## src/rtl/led_chain_transmitter_pkg.sv

```systemverilog
// Shared definitions for the WS281x LED chain transmitter: FSM state
// encoding, default WS2812 timing at a 50 MHz clock, and sizing helpers.
package led_chain_transmitter_pkg;

  typedef enum logic [1:0] {
    ST_IDLE  = 2'd0,
    ST_HIGH  = 2'd1,
    ST_LOW   = 2'd2,
    ST_LATCH = 2'd3
  } tx_state_t;

  // WS2812 timing at 50 MHz (20 ns per cycle)
  localparam int WS2812_T0H_CYC   = 20;    // 400 ns
  localparam int WS2812_T1H_CYC   = 40;    // 800 ns
  localparam int WS2812_BIT_CYC   = 63;    // 1.26 us
  localparam int WS2812_RESET_CYC = 3000;  // 60 us latch gap

  // Index width for a range of v entries, never narrower than one bit
  function automatic int clog2_min1(input int v);
    return (v <= 2) ? 1 : $clog2(v);
  endfunction

  function automatic int max2(input int a, input int b);
    return (a > b) ? a : b;
  endfunction

endpackage

```

## src/rtl/led_chain_transmitter_bit_encoder.sv

```systemverilog
// ws_bit_encoder: turns one bit strobe into a BIT_CYC-long waveform on a
// registered line, high for T1H_CYC ('1') or T0H_CYC ('0') cycles.
// hi_done marks the last high cycle, bit_done the last cycle of the bit;
// a strobe in the bit_done cycle starts the next bit with no gap.
module ws_bit_encoder
  import led_chain_transmitter_pkg::*;
#(
  parameter int T0H_CYC = WS2812_T0H_CYC,
  parameter int T1H_CYC = WS2812_T1H_CYC,
  parameter int BIT_CYC = WS2812_BIT_CYC,
  parameter int CNT_W   = clog2_min1(BIT_CYC + 1)
) (
  input  logic clk,
  input  logic rst,
  input  logic bit_stb,
  input  logic bit_val,
  output logic dout,
  output logic hi_done,
  output logic bit_done
);

  logic             active_q;
  logic             val_q;
  logic [CNT_W-1:0] cnt_q;
  logic [CNT_W-1:0] hi_len;

  assign hi_len   = val_q ? CNT_W'(T1H_CYC) : CNT_W'(T0H_CYC);
  assign hi_done  = active_q && (cnt_q == hi_len - 1'b1);
  assign bit_done = active_q && (cnt_q == CNT_W'(BIT_CYC - 1));

  // Bit-period counter and registered line level
  always_ff @(posedge clk) begin
    if (rst) begin
      active_q <= 1'b0;
      val_q    <= 1'b0;
      cnt_q    <= '0;
      dout     <= 1'b0;
    end else if (bit_stb) begin
      active_q <= 1'b1;
      val_q    <= bit_val;
      cnt_q    <= '0;
      dout     <= 1'b1;
    end else if (active_q) begin
      if (bit_done) begin
        active_q <= 1'b0;
        cnt_q    <= '0;
        dout     <= 1'b0;
      end else begin
        cnt_q <= cnt_q + 1'b1;
        dout  <= ((cnt_q + 1'b1) < hi_len);
      end
    end
  end

endmodule

```

## src/rtl/led_chain_transmitter.sv

```systemverilog
// led_chain_transmitter: snapshots NUM_LEDS pixel words on an accepted start
// and shifts them out LED0 first, MSB first, followed by a RESET_CYC low
// latch gap. The final latch cycle already reports ready/done so a held
// start chains frames separated by exactly RESET_CYC low cycles.
// Optional debug outputs are enabled by defining LED_TX_DBG_EN.
module led_chain_transmitter
  import led_chain_transmitter_pkg::*;
#(
  parameter int NUM_LEDS     = 8,
  parameter int BITS_PER_LED = 24,
  parameter int T0H_CYC      = WS2812_T0H_CYC,
  parameter int T1H_CYC      = WS2812_T1H_CYC,
  parameter int BIT_CYC      = WS2812_BIT_CYC,
  parameter int RESET_CYC    = WS2812_RESET_CYC
) (
  input  logic                             clk,
  input  logic                             rst,
  input  logic                             start,
  input  logic [NUM_LEDS*BITS_PER_LED-1:0] pixels,
  output logic                             ready,
  output logic                             dout,
  output logic                             done,
  output logic                             frame_rqst
`ifdef LED_TX_DBG_EN
  ,
  output logic [clog2_min1(NUM_LEDS)-1:0]  dbg_led_idx,
  output logic [BITS_PER_LED-1:0]          dbg_word
`endif
);

  localparam int TOTAL_BITS = NUM_LEDS * BITS_PER_LED;
  localparam int CNT_W      = clog2_min1(max2(BIT_CYC, RESET_CYC) + 1);
  localparam int BIT_IDX_W  = clog2_min1(BITS_PER_LED);
  localparam int LED_IDX_W  = clog2_min1(NUM_LEDS);
  localparam int BUF_IDX_W  = clog2_min1(TOTAL_BITS);

  if (!(NUM_LEDS >= 1 && BITS_PER_LED >= 1 && T0H_CYC >= 1 &&
        T0H_CYC < T1H_CYC && T1H_CYC < BIT_CYC && RESET_CYC >= 1)) begin : g_bad_params
    $error("led_chain_transmitter: need T0H_CYC>=1, T0H_CYC<T1H_CYC<BIT_CYC, RESET_CYC>=1");
  end

  tx_state_t             state_q, state_d;
  logic [TOTAL_BITS-1:0] frame_buf;
  logic [BIT_IDX_W-1:0]  bit_idx_q, bit_idx_d;
  logic [LED_IDX_W-1:0]  led_idx_q, led_idx_d;
  logic [CNT_W-1:0]      latch_cnt_q, latch_cnt_d;
  logic [BUF_IDX_W-1:0]  sel;
  logic                  ready_d, done_d, frame_rqst_d;
  logic                  accept, last_bit;
  logic                  bit_stb, bit_val, hi_done, bit_done;

  assign accept   = ready && start;
  assign last_bit = (led_idx_q == LED_IDX_W'(NUM_LEDS - 1)) &&
                    (bit_idx_q == BIT_IDX_W'(BITS_PER_LED - 1));

  ws_bit_encoder #(
    .T0H_CYC (T0H_CYC),
    .T1H_CYC (T1H_CYC),
    .BIT_CYC (BIT_CYC),
    .CNT_W   (CNT_W)
  ) u_bit_encoder (
    .clk      (clk),
    .rst      (rst),
    .bit_stb  (bit_stb),
    .bit_val  (bit_val),
    .dout     (dout),
    .hi_done  (hi_done),
    .bit_done (bit_done)
  );

  // Next state, pixel indices, latch count, bit strobes and registered flags
  always_comb begin
    state_d      = state_q;
    bit_idx_d    = bit_idx_q;
    led_idx_d    = led_idx_q;
    latch_cnt_d  = latch_cnt_q;
    ready_d      = 1'b0;
    done_d       = 1'b0;
    frame_rqst_d = 1'b0;
    bit_stb      = 1'b0;
    bit_val      = 1'b0;
    sel          = '0;
    case (state_q)
      ST_IDLE: ready_d = 1'b1;
      ST_HIGH: if (hi_done) state_d = ST_LOW;
      ST_LOW: begin
        if (bit_done) begin
          if (last_bit) begin
            state_d     = ST_LATCH;
            latch_cnt_d = '0;
            if (RESET_CYC == 1) begin
              ready_d = 1'b1;
              done_d  = 1'b1;
            end
          end else begin
            state_d = ST_HIGH;
            bit_stb = 1'b1;
            if (bit_idx_q == BIT_IDX_W'(BITS_PER_LED - 1)) begin
              bit_idx_d = '0;
              led_idx_d = led_idx_q + 1'b1;
            end else begin
              bit_idx_d = bit_idx_q + 1'b1;
            end
            sel     = BUF_IDX_W'(int'(led_idx_d) * BITS_PER_LED + (BITS_PER_LED - 1) - int'(bit_idx_d));
            bit_val = frame_buf[sel];
          end
        end
      end
      ST_LATCH: begin
        if (latch_cnt_q == CNT_W'(RESET_CYC - 1)) begin
          state_d     = ST_IDLE;
          latch_cnt_d = '0;
          ready_d     = 1'b1;
        end else begin
          latch_cnt_d = latch_cnt_q + 1'b1;
          if (int'(latch_cnt_q) + 2 == RESET_CYC) begin
            ready_d = 1'b1;
            done_d  = 1'b1;
          end
        end
      end
      default: state_d = ST_IDLE;
    endcase
    // ready is only high in IDLE or the final latch cycle, so acceptance overrides both
    if (accept) begin
      state_d      = ST_HIGH;
      bit_idx_d    = '0;
      led_idx_d    = '0;
      latch_cnt_d  = '0;
      ready_d      = 1'b0;
      done_d       = 1'b0;
      frame_rqst_d = 1'b1;
      bit_stb      = 1'b1;
      bit_val      = pixels[BITS_PER_LED-1];
    end
  end

  // Control registers; reset aborts any frame in progress
  always_ff @(posedge clk) begin
    if (rst) begin
      state_q     <= ST_IDLE;
      bit_idx_q   <= '0;
      led_idx_q   <= '0;
      latch_cnt_q <= '0;
      ready       <= 1'b1;
      done        <= 1'b0;
      frame_rqst  <= 1'b0;
    end else begin
      state_q     <= state_d;
      bit_idx_q   <= bit_idx_d;
      led_idx_q   <= led_idx_d;
      latch_cnt_q <= latch_cnt_d;
      ready       <= ready_d;
      done        <= done_d;
      frame_rqst  <= frame_rqst_d;
    end
  end

  // Frame snapshot; upstream may change pixels once the frame is accepted
  always_ff @(posedge clk) begin
    if (accept) frame_buf <= pixels;
  end

`ifdef LED_TX_DBG_EN
  logic [BUF_IDX_W-1:0] dbg_base;

  // Word currently on the line, zero outside the bit phases
  always_comb begin
    dbg_base    = BUF_IDX_W'(int'(led_idx_q) * BITS_PER_LED);
    dbg_led_idx = led_idx_q;
    dbg_word    = '0;
    if (state_q == ST_HIGH || state_q == ST_LOW) dbg_word = frame_buf[dbg_base +: BITS_PER_LED];
  end
`endif

endmodule
```

## config.mk

```make
export PLATFORM = sky130hd
export DESIGN_NAME = led_chain_transmitter
export DESIGN_NICKNAME = d
export VERILOG_FILES = /design/src/rtl/led_chain_transmitter_pkg.sv /design/src/rtl/led_chain_transmitter_bit_encoder.sv /design/src/rtl/led_chain_transmitter.sv
export SDC_FILE = /design/constraint.sdc
export NUM_CORES = 1
export LEC_CHECK = 0
export BUFFER_PORTS_ARGS = -buffer_cell sky130_fd_sc_hd__buf_4
export CAP_MARGIN = 20
export CORE_ASPECT_RATIO = 0.7
export CORE_UTILIZATION = 43
export DETAILED_ROUTE_END_ITERATION = 6
export PLACE_DENSITY = 0.69
export SYNTH_ARGS = -nofsm -noshare
export SYNTH_HDL_FRONTEND = slang
export SYNTH_SLANG_ARGS = --single-unit
```

## constraint.sdc

```tcl
create_clock -name clk -period 8.6 [get_ports clk]
set_clock_uncertainty 0.05 [all_clocks]
set_input_delay 1.29 -clock clk [delete_from_list [all_inputs] [get_ports clk]]
set_output_delay 1.29 -clock clk [all_outputs]
set_load 0.005 [all_outputs]
```

After elaboration in Yosys (flattened, before gate mapping)
Cells that the tools add are included.

Register bits after elaboration: 232. Output and inout bits: 4. Logic and storage cells: 99.

Add/subtract/negate cells: 8. $mul: 1. Order comparisons: 2. Eq/ne operators: 16. Mux-type cells: 41. Bitwise gates (word level): 2. Reduce and logical (&&, ||, !) cells: 16.

Operators by type and width (count): two-way mux 12 bit (4); adder 12 x 1 -> 12 bit, second input constant (2); case mux 12 bit (2 select lines) (1); two-way mux 1 bit (20); two-way mux 5 bit (4); adder 12 x 2 -> 13 bit, second input constant (1); == test 13 x 12 -> 1 bit, second input constant (1); == test 12 bit (1); == test 12 bit, second input constant (1); == test 12 x 6 -> 1 bit, second input constant (1); less-than comparator 12 bit (1); two-way mux 3 bit (4); subtractor 12 x 1 -> 12 bit, second input constant (1); less-than comparator 8 x 9 -> 1 bit, second input constant (1); != test 3 bit, second input constant (3); adder 8 x 5 -> 8 bit, second input constant (1); binary-select mux 1 bit (select 8 bit) (1); two-way mux 2 bit (4); != test 2 bit, second input constant (4); AND reduction 4 bit (2); subtractor 8 x 5 -> 8 bit (1); two-way mux 6 bit (1); case mux 2 bit (3 select lines) (1); AND reduction 3 bit (2); other kinds (16) (23).

Logic depth before layout (Yosys ltp)
Gate-level depths: netlist (run 1).

Word-level depth: 14. Depth in mapped cells: 21. Depth with buffers taken out: 18.

Cells and area by module
A second synthesis (run 1) with hierarchy kept.

Cells, all modules: 735. Area total of the unflattened synthesis: 10286.1 um2.

Modules (own cells, without submodules): led_chain_transmitter (instances 1, cells an instance 608, area an instance 9217.6 um2); ws_bit_encoder (instances 1, cells an instance 127, area an instance 1068.5 um2).

Worst setup path after synthesis (run 1)
No wires, ideal clock.

Path kind: input-to-reg. From: input start. To: register frame_buf[0] (enable). Arrival time: 5.155 ns. Data required time: 8.005 ns. Slack: 2.850 ns. Cell stages on the path: 2. Path through: nand2_1 inv_1.

Word-level cells in the longest chain between the ends: 1.

Ends and longest elaborated chain: start, declared (line led_chain_transmitter.sv:18) `input logic start,`; logical AND 1 bit (line led_chain_transmitter.sv:52) `assign accept = ready && start;`; via accept (line led_chain_transmitter.sv:49) `logic accept, last_bit;`; end signal, assigned (line led_chain_transmitter.sv:161) `if (accept) frame_buf <= pixels;`; end, declared (line led_chain_transmitter.sv:43) `logic [TOTAL_BITS-1:0] frame_buf;`.

The timed path passes the listed nets, and every way through them passes these cells. A chain may end at the register's enable or synchronous reset.

Worst setup path after layout (run 1)
From: register bit_idx_q[0]. To: register u_bit_encoder.val_q.

Word-level cells in the longest chain between the ends: 14. Elaborated cells between the ends (all ways): 24. Those cells by class: 3 x add/sub; 1 x mul; 1 x eq/ne; 18 x mux; 1 x reduce/logical.

Ends and longest elaborated chain: start, declared (line led_chain_transmitter.sv:44) `logic [BIT_IDX_W-1:0] bit_idx_q, bit_idx_d;`; start signal, assigned (line led_chain_transmitter.sv:150) `bit_idx_q <= bit_idx_d;`; == test 5 bit (line led_chain_transmitter.sv:54, led_chain_transmitter.sv:98); two-way mux 3 bit (line led_chain_transmitter.sv:98) `if (bit_idx_q == BIT_IDX_W'(BITS_PER_LED - 1)) begin`; two-way mux 3 bit (line led_chain_transmitter.sv:88) `if (last_bit) begin`; two-way mux 3 bit (line led_chain_transmitter.sv:87) `if (bit_done) begin`; two-way mux 3 bit (line led_chain_transmitter.sv:83) `case (state_q)`; multiplier 3 x 2 -> 5 bit (line led_chain_transmitter.sv:104) `sel = BUF_IDX_W'(int'(led_idx_d) * BITS_PER_LED + (BITS_PER_LED - 1) - int'(bit_idx_d));`; adder 8 x 5 -> 8 bit (line led_chain_transmitter.sv:104); subtractor 8 x 5 -> 8 bit (line led_chain_transmitter.sv:104); binary-select mux 1 bit (select 8 bit) (line led_chain_transmitter.sv:105) `bit_val = frame_buf[sel];`; two-way mux 1 bit (not written as such) (line led_chain_transmitter.sv:105); two-way mux 1 bit (line led_chain_transmitter.sv:88); two-way mux 1 bit (line led_chain_transmitter.sv:87); two-way mux 1 bit (line led_chain_transmitter.sv:83); two-way mux 1 bit (line led_chain_transmitter.sv:125) `if (accept) begin`; end signal, assigned (line led_chain_transmitter_bit_encoder.sv:40) `val_q <= bit_val;`; end, declared (line led_chain_transmitter_bit_encoder.sv:23) `logic val_q;`.

Parallel ways exist; a longest one is shown, timed or not. The select of a mux whose other input is x is not followed.

==> results of run 1 <==
## synth_stat cells, drive strengths merged, types with 3 or more instances
library cell | instances | area share, %
a31oi | 4 | 0.25
or4 | 5 | 0.38
nor2 | 50 | 1.9
or3 | 6 | 0.38
buf | 15 | 0.88
and4 | 3 | 0.27
nor4 | 4 | 0.25
a221oi | 4 | 0.35
nand4 | 4 | 0.25
a211o | 3 | 0.27
nor3b | 4 | 0.30
nand3 | 28 | 1.4
clkbuf | 15 | 0.57
xnor2 | 18 | 1.6
nand2 | 50 | 1.9
nand4b | 3 | 0.27
and3 | 12 | 0.76
a211oi | 5 | 0.38
o21ai | 16 | 0.81
xor2 | 10 | 0.88
edfxtp | 192 | 58
inv | 21 | 0.79
ha | 22 | 2.8
nor2b | 7 | 0.44
fa | 3 | 0.61
a21oi | 30 | 1.5
o22ai | 3 | 0.19
o31ai | 4 | 0.30
mux4 | 41 | 9.3
dfxtp | 40 | 8.1
mux2i | 4 | 0.40
a311oi | 4 | 0.35
nor3 | 20 | 1.0
## flip-flops by register name, summed over array words and instances (netlist names)
register and flops:
done 1, latch_cnt_q 12, frame_rqst 1, ready 1, u_bit_encoder.cnt_q 12, state_q 2, frame_buf 192, led_idx_q 3
u_bit_encoder.active_q 1, u_bit_encoder.dout 1, bit_idx_q 5, u_bit_encoder.val_q 1
## cell type report
type / instances / area, um^2
fillers: 1846 / 10100
flip-flops and latches: 232 / 6570
well taps: 312 / 390
inverters: 21 / 83.8
multi-input cells: 391 / 3140
clock buffers: 28 / 594
repair buffers: 203 / 1540
clock inverters: 14 / 150
diodes: 2 / 5.00
## power breakdown
group	internal (W)	switching, W
clock	0.000584	0.000421
sequential	0.00136	0.0000365
combinational	0.000116	0.000125
total	0.00206	0.000583
## through the flow
stage | setup slack [ns] | power, W | hold slack [ns] | std cells
2_1_floorplan | 2.85 | 0.00155 | 0.399 | 674
3_3_place_gp | 3.85 | 0.00166 | 0.410 | 1158
3_5_place_dp | 3.73 | 0.00166 | 0.420 | 1158
4_1_cts | 3.70 | 0.00267 | 0.428 | 1200
5_1_grt | 3.32 | 0.00274 | 0.469 | 1201
6_report | 3.62 | 0.00265 | 0.431 | 1203
## path summary, 6_finish.rpt
path,slack [ns],endpoint,cells after the start,from
max,3.62,u_bit_encoder.val_q,15,bit_idx_q[0]
min,0.43,bit_idx_q[1],2,bit_idx_q[1]
max reg2reg,3.62,u_bit_encoder.val_q,15,bit_idx_q[0]
min reg2reg,0.43,bit_idx_q[1],2,bit_idx_q[1]
## kinds of logic after synthesis
logic type	after synthesis	share of synthesized area, %
mux	46	9.83
simple gates	203	10.1
xor+xnor	28	2.47
flops	232	66.2
buf+inv	51	2.25
fa+ha+maj	25	3.38
compound gates	89	5.78
## layer usage
layer / wire [um] / GRT usage [%] / share of wire [%] / vias up
met5: 0 / 0 / 0 / -
met4: 441 / 4.51 / 1.9 / 0
met3: 2310 / 6.49 / 10 / 33
met2: 10200 / 30.4 / 44 / 256
met1: 10100 / 27.6 / 44 / 3101
li1: - / - / - / 3001
## cells in the final DEF (no fill, tap or decap), drive strengths merged, types with 16 or more instances in the layout
| master | count |
|---|---|
| a21oi | 30 |
| nor2 | 50 |
| inv | 22 |
| edfxtp | 192 |
| ha | 22 |
| nor3 | 20 |
| buf | 203 |
| o21ai | 16 |
| nand3 | 28 |
| dfxtp | 40 |
| mux4 | 41 |
| clkbuf | 28 |
| nand2 | 50 |
| xnor2 | 18 |
## worst reg2reg max path, cell delays in order, from the launching register on
cell and delay (ns):
sky130_fd_sc_hd__dfxtp_1 0.55, sky130_fd_sc_hd__ha_2 0.35, sky130_fd_sc_hd__and4b_1 0.54, sky130_fd_sc_hd__mux2i_1 0.40, sky130_fd_sc_hd__inv_1 0.16, sky130_fd_sc_hd__ha_1 0.25, sky130_fd_sc_hd__fa_1 0.51, sky130_fd_sc_hd__inv_1 0.08
sky130_fd_sc_hd__fa_1 0.80, sky130_fd_sc_hd__inv_1 0.13, sky130_fd_sc_hd__nor2_1 0.15, sky130_fd_sc_hd__o31ai_1 0.10, sky130_fd_sc_hd__nor4_1 0.31, sky130_fd_sc_hd__nor4_1 0.10, sky130_fd_sc_hd__a21oi_1 0.24, sky130_fd_sc_hd__a31o_1 0.19
==> qor.log, run 1 <==
qor: run_status.outcome completed
qor: cells_and_area.post_route_cells_drive_above_1_share 31.9%
qor: synth.yosys_warnings 0
qor: worst_setup_path.setup.worst_path.class reg2reg
qor: worst_setup_path.path_delay_family adder cells
qor: timing.timing_max_transition_violations_final 0
qor: placed_design.gp_congestion 0.839
qor: floorplan.fp.dieArea 0.0237 mm^2
qor: timing.rsz0062_at_grt false
qor: worst_setup_path.crit_chain ha_2 > and4b_1 > mux2i_1 > inv_1 > ha_1 > fa_1 > inv_1 > fa_1 > inv_1 > nor2_1 > o31ai_1 > nor4_1 > nor4_1 > a21oi_1 > a31o_1
qor: placed_design.hpwlAfterDp 16300 um
qor: cts.tritoncts_num_sinks 232
qor: synth.netlist_area 0.00992 mm^2
qor: worst_setup_path.worst_setup_path_end_kind flip-flop
qor: synth.synth-async-reset-ratio 0%
qor: placed_design.port_buffers 198
qor: synth.yosysSeqAreaShare 66.2%
qor: cells_and_area.final_net_count 1092
qor: global_routing.grt_pass1_wl 35600 um
qor: global_routing.grt_overflow 0
qor: global_routing.track_usage 19.8%
qor: routing.count_of_vias_placed_by_the_detailed_router 6391
qor: synth.avgSynthCellArea 14.7 um^2
qor: synth.syn_nets 894
qor: global_routing.grt_max_degree 107
qor: power_and_ir_drop.pwr_density_cell 212 mW/mm^2
qor: worst_setup_path.worst-path-buf-inv 3
qor: timing.slew_headroom 30.4%
qor: run.drv_cap 0
qor: floorplan.start_util 43.8%
qor: routing.drc 0
qor: cts.cts-hold-fix-buffers 0
qor: cts.cts.path.max_buffers 3
qor: floorplan.placement_rows 46
qor: cells_and_area.flow.area_growth_from_synthesis 25.8%
qor: floorplan.core 0.0226 mm^2
qor: power_and_ir_drop.power.static_leakage 4.66 nW
qor: cts.tritoncts_clock_tree yes
qor: global_routing.antenna_found_initial 2
qor: synth.ys.flop_type sky130_fd_sc_hd__edfxtp_1
qor: worst_hold_path.min-delay-path-class reg2reg
qor: synth.synth_seq_cells 232
qor: timing.worst-slew-pin-transition 1.04 ns
qor: routing.ant_nets 0
qor: placed_design.placed_area 0.0117 mm^2
qor: cts.post_cts_resize_count 0
qor: synth.synth_enable_flop_cells 192
qor: worst_setup_path.setup.worst_path.start_class flip-flop
qor: floorplan.floorplan.die.width 184 um
qor: timing.fin_crit 4.98 ns
qor: cts.cts-htree-levels 1
qor: timing.timing.setup.tns 0 ns
qor: routing.detailedRoute.firstPassIterationCount 4
qor: worst_setup_path.slowest_stage sky130_fd_sc_hd__fa_1
qor: worst_setup_path.critical_path_peak_fanout 11
qor: routing.dr.first_iter.drc_count 538
qor: floorplan.die_h 129 um
qor: worst_setup_path.cp.arrival 5.37 ns
qor: worst_setup_path.cpPeakStageDelay 0.80 ns
qor: synth.syn_inst 674
qor: cts.worst_skew_pair.late_latency 0.52 ns
qor: cts.cts_root_buf sky130_fd_sc_hd__clkbuf_16
qor: timing.timing.final.crit_share 57.9%
qor: floorplan.ioPinCount 199
qor: worst_setup_path.cp_common_cell sky130_fd_sc_hd__inv_1
qor: routing.post_drt_via_cell_ratio 5.31
qor: worst_setup_path.critPathRequiredTime 9.00 ns
qor: synth.post_synth_num_cell_types 55
qor: cts.clkSlewWorstSetupHoldPaths 0.06 ns
qor: power_and_ir_drop.peak_supply_drop 0.000160 V
qor: timing.final_hold_viol_count 0
qor: global_routing.grt_pass1_vias 6422
qor: cells_and_area.layout.core_utilization 55.2%
qor: routing.routed_length_per_placed_instance 19.2 um
qor: cts.total_clock_buffers_created_by_cts 23
qor: timing.setup_violations 0
qor: cells_and_area.postLayoutCellArea 0.0125 mm^2
qor: timing.maxClockFrequency 201 MHz
qor: cts.post-cts-setup-buffers 0
qor: routing.totalWireLength 23100 um
Power figures use the tool's default switching activity.
==> run 2: changes to the inputs <==
--- a/config.mk
+++ b/config.mk
@@ -10,7 +10,7 @@
 export CORE_ASPECT_RATIO = 0.7
 export CORE_UTILIZATION = 43
 export DETAILED_ROUTE_END_ITERATION = 6
-export PLACE_DENSITY = 0.69
+export PLACE_DENSITY = 0.71
 export SYNTH_ARGS = -nofsm -noshare
 export SYNTH_HDL_FRONTEND = slang
 export SYNTH_SLANG_ARGS = --single-unit
==> constraint.sdc (replaced) <==
create_clock -name clk -period 4.3 [get_ports clk]
set_clock_uncertainty 0.05 [all_clocks]
set_input_delay 0.645 -clock clk [delete_from_list [all_inputs] [get_ports clk]]
set_output_delay 0.645 -clock clk [all_outputs]
set_load 0.005 [all_outputs]
==> run 2 against run 1 <==
Against the previous run:
- combinational power grew 110%
- highest routed layer unchanged
- fmax grew 23%
- critical endpoint unchanged
- critical path depth shrank 1
- critical path type unchanged
==> qor.log, run 2 (same netlist as run 1, synthesis figures left out) <==
qor: run_status.outcome completed
qor: global_routing.grt_pass1_vias 6483 [+0.95%]
qor: cts.cts.path.max_buffers 3 [unchanged]
qor: cells_and_area.final_net_count 1108 [+1.5%]
qor: floorplan.floorplan.die.width 184 um [unchanged]
qor: timing.setup_violations 0 [unchanged]
qor: worst_setup_path.worst_setup_path_end_kind flip-flop
qor: power_and_ir_drop.peak_supply_drop 0.000324 V [+100%]
qor: cts.cts-htree-levels 1 [unchanged]
qor: cells_and_area.flow.area_growth_from_synthesis 27.7%
qor: timing.timing.final.crit_share 93.8% [+36 points]
qor: global_routing.antenna_found_initial 0 [-2]
qor: global_routing.track_usage 20.1% [+0.26 points]
qor: worst_hold_path.hp-start pixels[153]
qor: worst_setup_path.critical_path_peak_fanout 10 [-1]
qor: cells_and_area.postLayoutCellArea 0.0127 mm^2 [+1.4%]
qor: cells_and_area.largest_registers frame_buf x192, latch_cnt_q x12, u_bit_encoder.cnt_q x12
qor: cts.cts_root_buf sky130_fd_sc_hd__clkbuf_16
qor: worst_setup_path.timing.reg2reg.setup_slack 0.27 ns [-3.36 ns]
qor: run.drv_cap 0 [unchanged]
qor: placed_design.placed_area 0.0118 mm^2 [+1.1%]
qor: placed_design.hpwlAfterDp 16800 um [+2.9%]
qor: routing.detailedRoute.firstPassIterationCount 5 [+1]
qor: timing.worst-slew-pin-transition 0.979 ns [-0.0603 ns]
qor: floorplan.placement_rows 46 [unchanged]
qor: cells_and_area.mostFrequentLayoutCells sky130_fd_sc_hd__buf_4 (216), sky130_fd_sc_hd__edfxtp_1 (192), sky130_fd_sc_hd__nand2_1 (50)
qor: routing.totalWireLength 23400 um [+1.3%]
qor: worst_hold_path.min-delay-path-class in2reg
qor: worst_setup_path.regToRegEndpoint u_bit_encoder.val_q
qor: timing.timing.setup.tns 0 ns [unchanged]
qor: timing.slew_headroom 34.6% [+4.2 points]
qor: cells_and_area.largest_reg_flops 192 [unchanged]
qor: worst_hold_path.hold_end frame_buf[153]
qor: cells_and_area.post_route_cells_drive_above_1_share 33.4% [+1.5 points]
qor: timing.maxClockFrequency 248 MHz [+23%]
qor: cts.total_clock_buffers_created_by_cts 24 [+4.3%]
qor: cts.tritoncts_num_sinks 232 [unchanged]
qor: worst_hold_path.hold_depth 1 [-1]
qor: routing.drc 0 [unchanged]
qor: cells_and_area.final_common_cell sky130_fd_sc_hd__buf_4
qor: timing.post_route_hold_slack 0.243 ns [-0.188 ns]
qor: global_routing.grt_pass1_wl 36100 um [+1.2%]
qor: routing.count_of_vias_placed_by_the_detailed_router 6428 [+0.58%]
qor: floorplan.die_h 129 um [unchanged]
qor: cts.clkSlewWorstSetupHoldPaths 0.06 ns [about the same]
qor: worst_setup_path.cp.arrival 4.45 ns [-0.92 ns]
qor: worst_setup_path.setup.worst_path.class reg2reg
qor: timing.rsz0062_at_grt false
qor: global_routing.grt_overflow 0 [unchanged]
qor: timing.timing_max_transition_violations_final 0 [unchanged]
qor: worst_setup_path.timing.reg2reg.worst_path_depth 14 [-1]
qor: routing.routed_length_per_placed_instance 19.2 um [about the same]
qor: floorplan.core 0.0226 mm^2 [unchanged]
qor: cells_and_area.regMostFlops frame_buf
qor: placed_design.gp_congestion 0.875 [+4.3%]
qor: worst_setup_path.worst_r2r_startpoint bit_idx_q[0]
qor: power_and_ir_drop.power.static_leakage 4.76 nW [+2.1%]
qor: routing.dr.first_iter.drc_count 483 [-10%]
qor: global_routing.grt_max_degree 72 [-33%]
qor: floorplan.fp.dieArea 0.0237 mm^2 [unchanged]
qor: timing.fin_crit 4.03 ns [-0.943 ns]
qor: cells_and_area.antennaDiodeCount 0 [-2]
qor: worst_setup_path.setup.worst_path.start_class flip-flop
qor: routing.post_drt_via_cell_ratio 5.28 [-0.66%]
qor: cts.tritoncts_clock_tree yes
qor: cts.worst_skew_pair.late_latency 0.52 ns [about the same]
qor: placed_design.port_buffers 198 [unchanged]
qor: floorplan.ioPinCount 199 [unchanged]
qor: timing.final_hold_viol_count 0 [unchanged]
qor: worst_setup_path.critPathRequiredTime 4.72 ns [-4.28 ns]
qor: floorplan.start_util 43.8% [unchanged]
qor: power_and_ir_drop.pwr_density_cell 427 mW/mm^2 [+100%]
qor: routing.ant_nets 0 [unchanged]
## run 2: changes by cell type in the layout (fill, tap and decap cells not counted), moves of 2 or more
cell,change
sky130_fd_sc_hd__clkinv_1,-2
sky130_fd_sc_hd__buf_12,+2
sky130_fd_sc_hd__buf_4,+14
sky130_fd_sc_hd__clkbuf_8,+2
sky130_fd_sc_hd__diode_2,-2
## run 2: worst max-delay path by stage
stage | slack (ns) | to | start | cells past startpoint
2_1_floorplan | 0.06 | u_bit_encoder.val_q | bit_idx_q[1] | 16
3_3_place_gp | 0.27 | u_bit_encoder.val_q | bit_idx_q[1] | 14
3_5_place_dp | 0.17 | u_bit_encoder.val_q | bit_idx_q[1] | 14
4_1_cts | 0.14 | u_bit_encoder.val_q | bit_idx_q[1] | 14
5_1_grt | 0.02 | u_bit_encoder.val_q | bit_idx_q[0] | 14
6_report | 0.27 | u_bit_encoder.val_q | bit_idx_q[0] | 14
## run 2: critical path: stages, from the launching register on
cell                      delay [ns]
sky130_fd_sc_hd__dfxtp_1        0.39
sky130_fd_sc_hd__ha_4           0.20
sky130_fd_sc_hd__and4b_2        0.29
sky130_fd_sc_hd__mux2i_1        0.23
sky130_fd_sc_hd__inv_1          0.12
sky130_fd_sc_hd__ha_1           0.24
sky130_fd_sc_hd__fa_1           0.52
sky130_fd_sc_hd__inv_1          0.09
sky130_fd_sc_hd__fa_1           0.55
sky130_fd_sc_hd__buf_4          0.18
sky130_fd_sc_hd__o31ai_1        0.08
sky130_fd_sc_hd__or4_1          0.48
sky130_fd_sc_hd__nor4_1         0.28
sky130_fd_sc_hd__or4_1          0.15
sky130_fd_sc_hd__a31o_1         0.13
## run 2: layout make-up
| class | instances | area (um^2) |
|---|---|---|
| Clock inverter | 12 | 151 |
| Multi-Input combinational cell | 391 | 3160 |
| Fill cell | 1820 | 9960 |
| Inverter | 21 | 82.6 |
| Timing Repair Buffer | 218 | 1660 |
| Tap cell | 312 | 390 |
| Sequential cell | 232 | 6570 |
| Clock buffer | 32 | 651 |
## run 2: layer usage
layer | track usage (%) | wire length, um
met1 | 28.2 | 10500
met2 | 31.0 | 10500
met3 | 5.90 | 2050
met4 | 4.56 | 381
met5 | 0 | 0
## run 2: what timing repair did
item,CTS,global route
resized for setup,0,2
buffers inserted,0,2
hold buffers,0,0
endpoints found under the setup margin,0,1
## run 2: through the flow
step | total power, W | setup WS, ns | utilization (%) | instances
2_1_floorplan | 0.00309 | 0.0617 | - | 674
3_3_place_gp | 0.00334 | 0.274 | 52.3 | 1172
3_5_place_dp | 0.00335 | 0.166 | 52.3 | 1172
4_1_cts | 0.00546 | 0.139 | 55.8 | 1216
5_1_grt | 0.00560 | 0.0188 | 56.0 | 1218
6_report | 0.00540 | 0.265 | 56.0 | 1218
## run 2: where the power goes
part	internal [W]	total, W	switching [W]
Sequential	0.00272	0.00279	0.0000695
Combinational	0.000239	0.000500	0.000261
Clock	0.00125	0.00211	0.000855
Total	0.00421	0.00540	0.00119
==> run 3: changes to the inputs <==
--- a/config.mk
+++ b/config.mk
@@ -9,8 +9,10 @@
 export CAP_MARGIN = 20
 export CORE_ASPECT_RATIO = 0.7
 export CORE_UTILIZATION = 43
+export CTS_CLUSTER_SIZE = 16
 export DETAILED_ROUTE_END_ITERATION = 6
 export PLACE_DENSITY = 0.71
+export RECOVER_POWER = 100
 export SYNTH_ARGS = -nofsm -noshare
 export SYNTH_HDL_FRONTEND = slang
 export SYNTH_SLANG_ARGS = --single-unit
==> constraint.sdc (replaced) <==
create_clock -name clk -period 3.39 [get_ports clk]
set_clock_uncertainty 0.05 [all_clocks]
set_input_delay 0.5085 -clock clk [delete_from_list [all_inputs] [get_ports clk]]
set_output_delay 0.5085 -clock clk [all_outputs]
set_load 0.005 [all_outputs]
==> run 3 against run 2 <==
Against the previous run:
- wire length decreased by 0.33%
- via count increased by 1.0%
- clock-buffer cell count increased by 1
- highest routed layer unchanged
- power increased by 27%
- fmax increased by 9.2%
- the run now ends with setup timing left
- clock power increased by 27%
==> qor.log, run 3 (same netlist as run 1, synthesis figures left out) <==
qor: power_and_ir_drop.power.static_leakage 4.81 nW [+1.1%]
qor: cts.tritoncts_clock_tree yes
qor: worst_setup_path.critical_path_peak_fanout 4 [-6]
qor: timing.slew_headroom 17.1% [-17 points]
qor: worst_hold_path.hold_end frame_buf[63]
qor: timing.rsz0062_at_grt true
qor: worst_setup_path.worst_r2r_startpoint bit_idx_q[1]
qor: timing.post_route_hold_slack 0.110 ns [-0.133 ns]
qor: worst_setup_path.crit_chain ha_4 > and4b_2 > mux2i_4 > inv_2 > ha_4 > fa_1 > inv_2 > buf_4 > ha_2 > o21bai_4 > xnor2_2 > xnor2_1 > nand2_1 > a311oi_2 > a21oi_2 > a31o_1
qor: floorplan.fp.dieArea 0.0237 mm^2 [unchanged]
qor: cts.clkSlewWorstSetupHoldPaths 0.06 ns [about the same]
qor: run_status.failed_checks setup timing
qor: worst_setup_path.critPathRequiredTime 3.76 ns [-0.96 ns]
qor: placed_design.port_buffers 198 [unchanged]
qor: global_routing.grt_overflow 0 [unchanged]
qor: global_routing.antenna_found_initial 0 [unchanged]
qor: cells_and_area.largest_registers frame_buf x192, latch_cnt_q x12, u_bit_encoder.cnt_q x12
qor: placed_design.gp_congestion 0.876 [+0.14%]
qor: power_and_ir_drop.peak_supply_drop 0.000647 V [+100%]
qor: timing.setup_slack -0.303 ns [-0.569 ns]
qor: cells_and_area.fill_cells 1832 [+0.66%]
qor: timing.fin_crit 3.69 ns [-0.341 ns]
qor: cts.total_clock_buffers_created_by_cts 24 [unchanged]
qor: power_and_ir_drop.internal_power 0.00534 W [+27%]
qor: cells_and_area.final_common_cell sky130_fd_sc_hd__edfxtp_1
qor: global_routing.track_usage 19.9% [-0.23 points]
qor: cells_and_area.post_route_cells_drive_above_1_share 36.6% [+3.1 points]
qor: global_routing.grt_pass1_wl 35500 um [-1.5%]
qor: global_routing.grt_pass1_vias 6381 [-1.6%]
qor: power_and_ir_drop.share_of_total_power_consumed_by_net_switching 21.9% [about the same]
qor: cells_and_area.final_net_count 1138 [+2.7%]
qor: worst_setup_path.worst_setup_path_end_kind flip-flop
qor: worst_hold_path.min-delay-path-class in2reg
qor: cells_and_area.antennaDiodeCount 0 [unchanged]
qor: routing.count_of_vias_placed_by_the_detailed_router 6495 [+1.0%]
qor: routing.routed_length_per_placed_instance 18.7 um [-2.6%]
qor: worst_setup_path.path_delay_family adder cells
qor: floorplan.die_h 129 um [unchanged]
qor: cts.cts_root_buf sky130_fd_sc_hd__clkbuf_16
qor: placed_design.hpwlAfterDp 17000 um [+1.2%]
qor: routing.dr.first_iter.drc_count 389 [-19%]
qor: run.drv_cap 0 [unchanged]
qor: timing.timing.final.crit_share 109% [+15 points]
qor: timing.setup_violations 1 [+1]
qor: routing.post_drt_via_cell_ratio 5.21 [-1.3%]
qor: worst_setup_path.setup.worst_path.class reg2reg
qor: timing.maxClockFrequency 271 MHz [+9.2%]
qor: cells_and_area.regMostFlops frame_buf
qor: power_and_ir_drop.pwr-share-seq 51.9% [+0.2 points]
qor: routing.ant_nets 0 [unchanged]
qor: cts.cts.path.max_buffers 3 [unchanged]
qor: global_routing.grt_max_degree 65 [-9.7%]
qor: floorplan.core 0.0226 mm^2 [unchanged]
qor: routing.detailedRoute.firstPassIterationCount 5 [unchanged]
qor: floorplan.floorplan.die.width 184 um [unchanged]
qor: placed_design.dp.cells 1201 [+2.5%]
qor: worst_hold_path.hp-start pixels[63]
qor: worst_setup_path.timing.reg2reg.worst_path_depth 16 [+2]
qor: power_and_ir_drop.pwr_density_cell 528 mW/mm^2 [+24%]
qor: cells_and_area.layout.core_utilization 57.3% [+1.3 points]
qor: worst_setup_path.cp.arrival 4.07 ns [-0.38 ns]
qor: floorplan.start_util 43.8% [unchanged]
qor: routing.drc 0 [unchanged]
qor: timing.final_hold_viol_count 0 [unchanged]
qor: power_and_ir_drop.net-switching-power 0.00150 W [+27%]
qor: worst_hold_path.hold_depth 1 [unchanged]
qor: worst_setup_path.worst-path-buf-inv 3 [unchanged]
qor: cells_and_area.instances_no_fill 1247 [+2.4%]
qor: cts.cts-htree-levels 1 [unchanged]
qor: floorplan.placement_rows 46 [unchanged]
qor: cells_and_area.mostFrequentLayoutCells sky130_fd_sc_hd__edfxtp_1 (192), sky130_fd_sc_hd__clkbuf_4 (188), sky130_fd_sc_hd__nand2_1 (49)
qor: cts.worst_skew_pair.late_latency 0.54 ns [+0.02 ns]
qor: routing.totalWireLength 23300 um [-0.33%]
qor: cts.tritoncts_num_sinks 232 [unchanged]
qor: run_status.outcome finished with violations
qor: cells_and_area.flow.area_growth_from_synthesis 30.6%
qor: floorplan.ioPinCount 199 [unchanged]
qor: timing.timing_max_transition_violations_final 0 [unchanged]
qor: cells_and_area.largest_reg_flops 192 [unchanged]
qor: power_and_ir_drop.power_share_of_the_clock_group 39.3% [+0.3 points]
qor: worst_setup_path.timing.reg2reg.setup_slack -0.30 ns [-0.57 ns]
qor: worst_setup_path.slowest_stage sky130_fd_sc_hd__fa_1
qor: worst_setup_path.cpPeakStageDelay 0.60 ns [+0.05 ns]
qor: worst_setup_path.setup.worst_path.start_class flip-flop
qor: power_and_ir_drop.combinationalPowerShare 8.8% [-0.5 points]
qor: timing.worst-slew-pin-transition 1.24 ns [+0.258 ns]
qor: worst_setup_path.regToRegEndpoint u_bit_encoder.val_q
[run 3: cell count changes in the layout (fill, tap and decap cells not counted), moves of 3 or more]
cell / change
sky130_fd_sc_hd__inv_2: +6
sky130_fd_sc_hd__clkbuf_1: +17
sky130_fd_sc_hd__buf_4: -176
sky130_fd_sc_hd__nor4_1: -3
sky130_fd_sc_hd__ha_1: -4
sky130_fd_sc_hd__nor4_2: +3
sky130_fd_sc_hd__clkbuf_4: +188
sky130_fd_sc_hd__ha_4: +3
sky130_fd_sc_hd__inv_1: -6
[run 3: layer usage]
metal / global-route usage (%) / routed length [um] / up-vias
met2: 30.3 / 10400 / 254
met4: 4.80 / 476 / 0
met1: 28.1 / 10500 / 3117
li1: - / - / 3089
met3: 5.96 / 1920 / 35
met5: 0 / 0 / -
[run 3: how the worst max path moves through the flow]
| stage | endpoint | slack, ns | from | depth (start not counted) |
|---|---|---|---|---|
| 6_report | u_bit_encoder.val_q | -0.30 | bit_idx_q[1] | 16 |
| 5_1_grt | u_bit_encoder.val_q | -0.45 | bit_idx_q[1] | 15 |
| 3_3_place_gp | u_bit_encoder.val_q | -0.37 | bit_idx_q[0] | 13 |
| 3_5_place_dp | u_bit_encoder.val_q | -0.41 | bit_idx_q[0] | 16 |
| 4_1_cts | u_bit_encoder.val_q | -0.27 | bit_idx_q[0] | 16 |
| 2_1_floorplan | state_q[0] | -0.54 | start | 4 |
[run 3: timing repair]
| action | 4_1_cts | 5_1_grt |
|---|---|---|
| buffers inserted | 1 | 2 |
| hold buffers | 0 | 0 |
| cloned | 0 | 0 |
| endpoints found under the setup margin | 1 | 1 |
| pin swaps | 11 | 17 |
| resized for setup | 14 | 15 |
| hold endpoints to repair | 0 | 0 |
[run 3: power by group through the flow]
stage / Combinational, W / Sequential, W / Clock (W)
5_1_grt: 0.000658 / 0.00358 / 0.00286
3_5_place_dp: 0.000652 / 0.00361 / 0
4_1_cts: 0.000655 / 0.00355 / 0.00275
2_1_floorplan: 0.000318 / 0.00361 / 0
6_report: 0.000603 / 0.00355 / 0.00269
3_3_place_gp: 0.000648 / 0.00360 / 0
[run 3: through the flow]
stage	setup WS, ns	power [W]	TNS (ns)	cell area, um^2
3_5_place_dp	-0.413	0.00426	-0.413	12100
6_report	-0.303	0.00684	-0.303	13000
4_1_cts	-0.271	0.00695	-0.271	13000
5_1_grt	-0.453	0.00709	-0.453	13000
2_1_floorplan	-0.540	0.00393	-96.45	9990
3_3_place_gp	-0.370	0.00424	-0.370	12100
[run 3: layout make-up]
| class | instances | area, um^2 | share of cell area (%) |
|---|---|---|---|
| clock buffers | 33 | 664 | 5.13 |
| repair buffers | 248 | 1800 | 13.9 |
| inverters | 21 | 80.1 | 0.618 |
| multi-input cells | 391 | 3300 | 25.5 |
| well taps | 312 | 390 | 3.01 |
| clock inverters | 10 | 146 | 1.13 |
| flip-flops and latches | 232 | 6570 | 50.7 |
[run 3: worst register-to-register path, stage by stage, from the launching register on]
cell                       delay (ns)
sky130_fd_sc_hd__dfxtp_2         0.36
sky130_fd_sc_hd__ha_4            0.14
sky130_fd_sc_hd__and4b_2         0.30
sky130_fd_sc_hd__mux2i_4         0.26
sky130_fd_sc_hd__inv_2           0.08
sky130_fd_sc_hd__ha_4            0.17
sky130_fd_sc_hd__fa_1            0.60
sky130_fd_sc_hd__inv_2           0.07
sky130_fd_sc_hd__buf_4           0.14
sky130_fd_sc_hd__ha_2            0.18
sky130_fd_sc_hd__o21bai_4        0.18
sky130_fd_sc_hd__xnor2_2         0.15
sky130_fd_sc_hd__xnor2_1         0.21
sky130_fd_sc_hd__nand2_1         0.10
sky130_fd_sc_hd__a311oi_2        0.29
sky130_fd_sc_hd__a21oi_2         0.10
sky130_fd_sc_hd__a31o_1          0.21
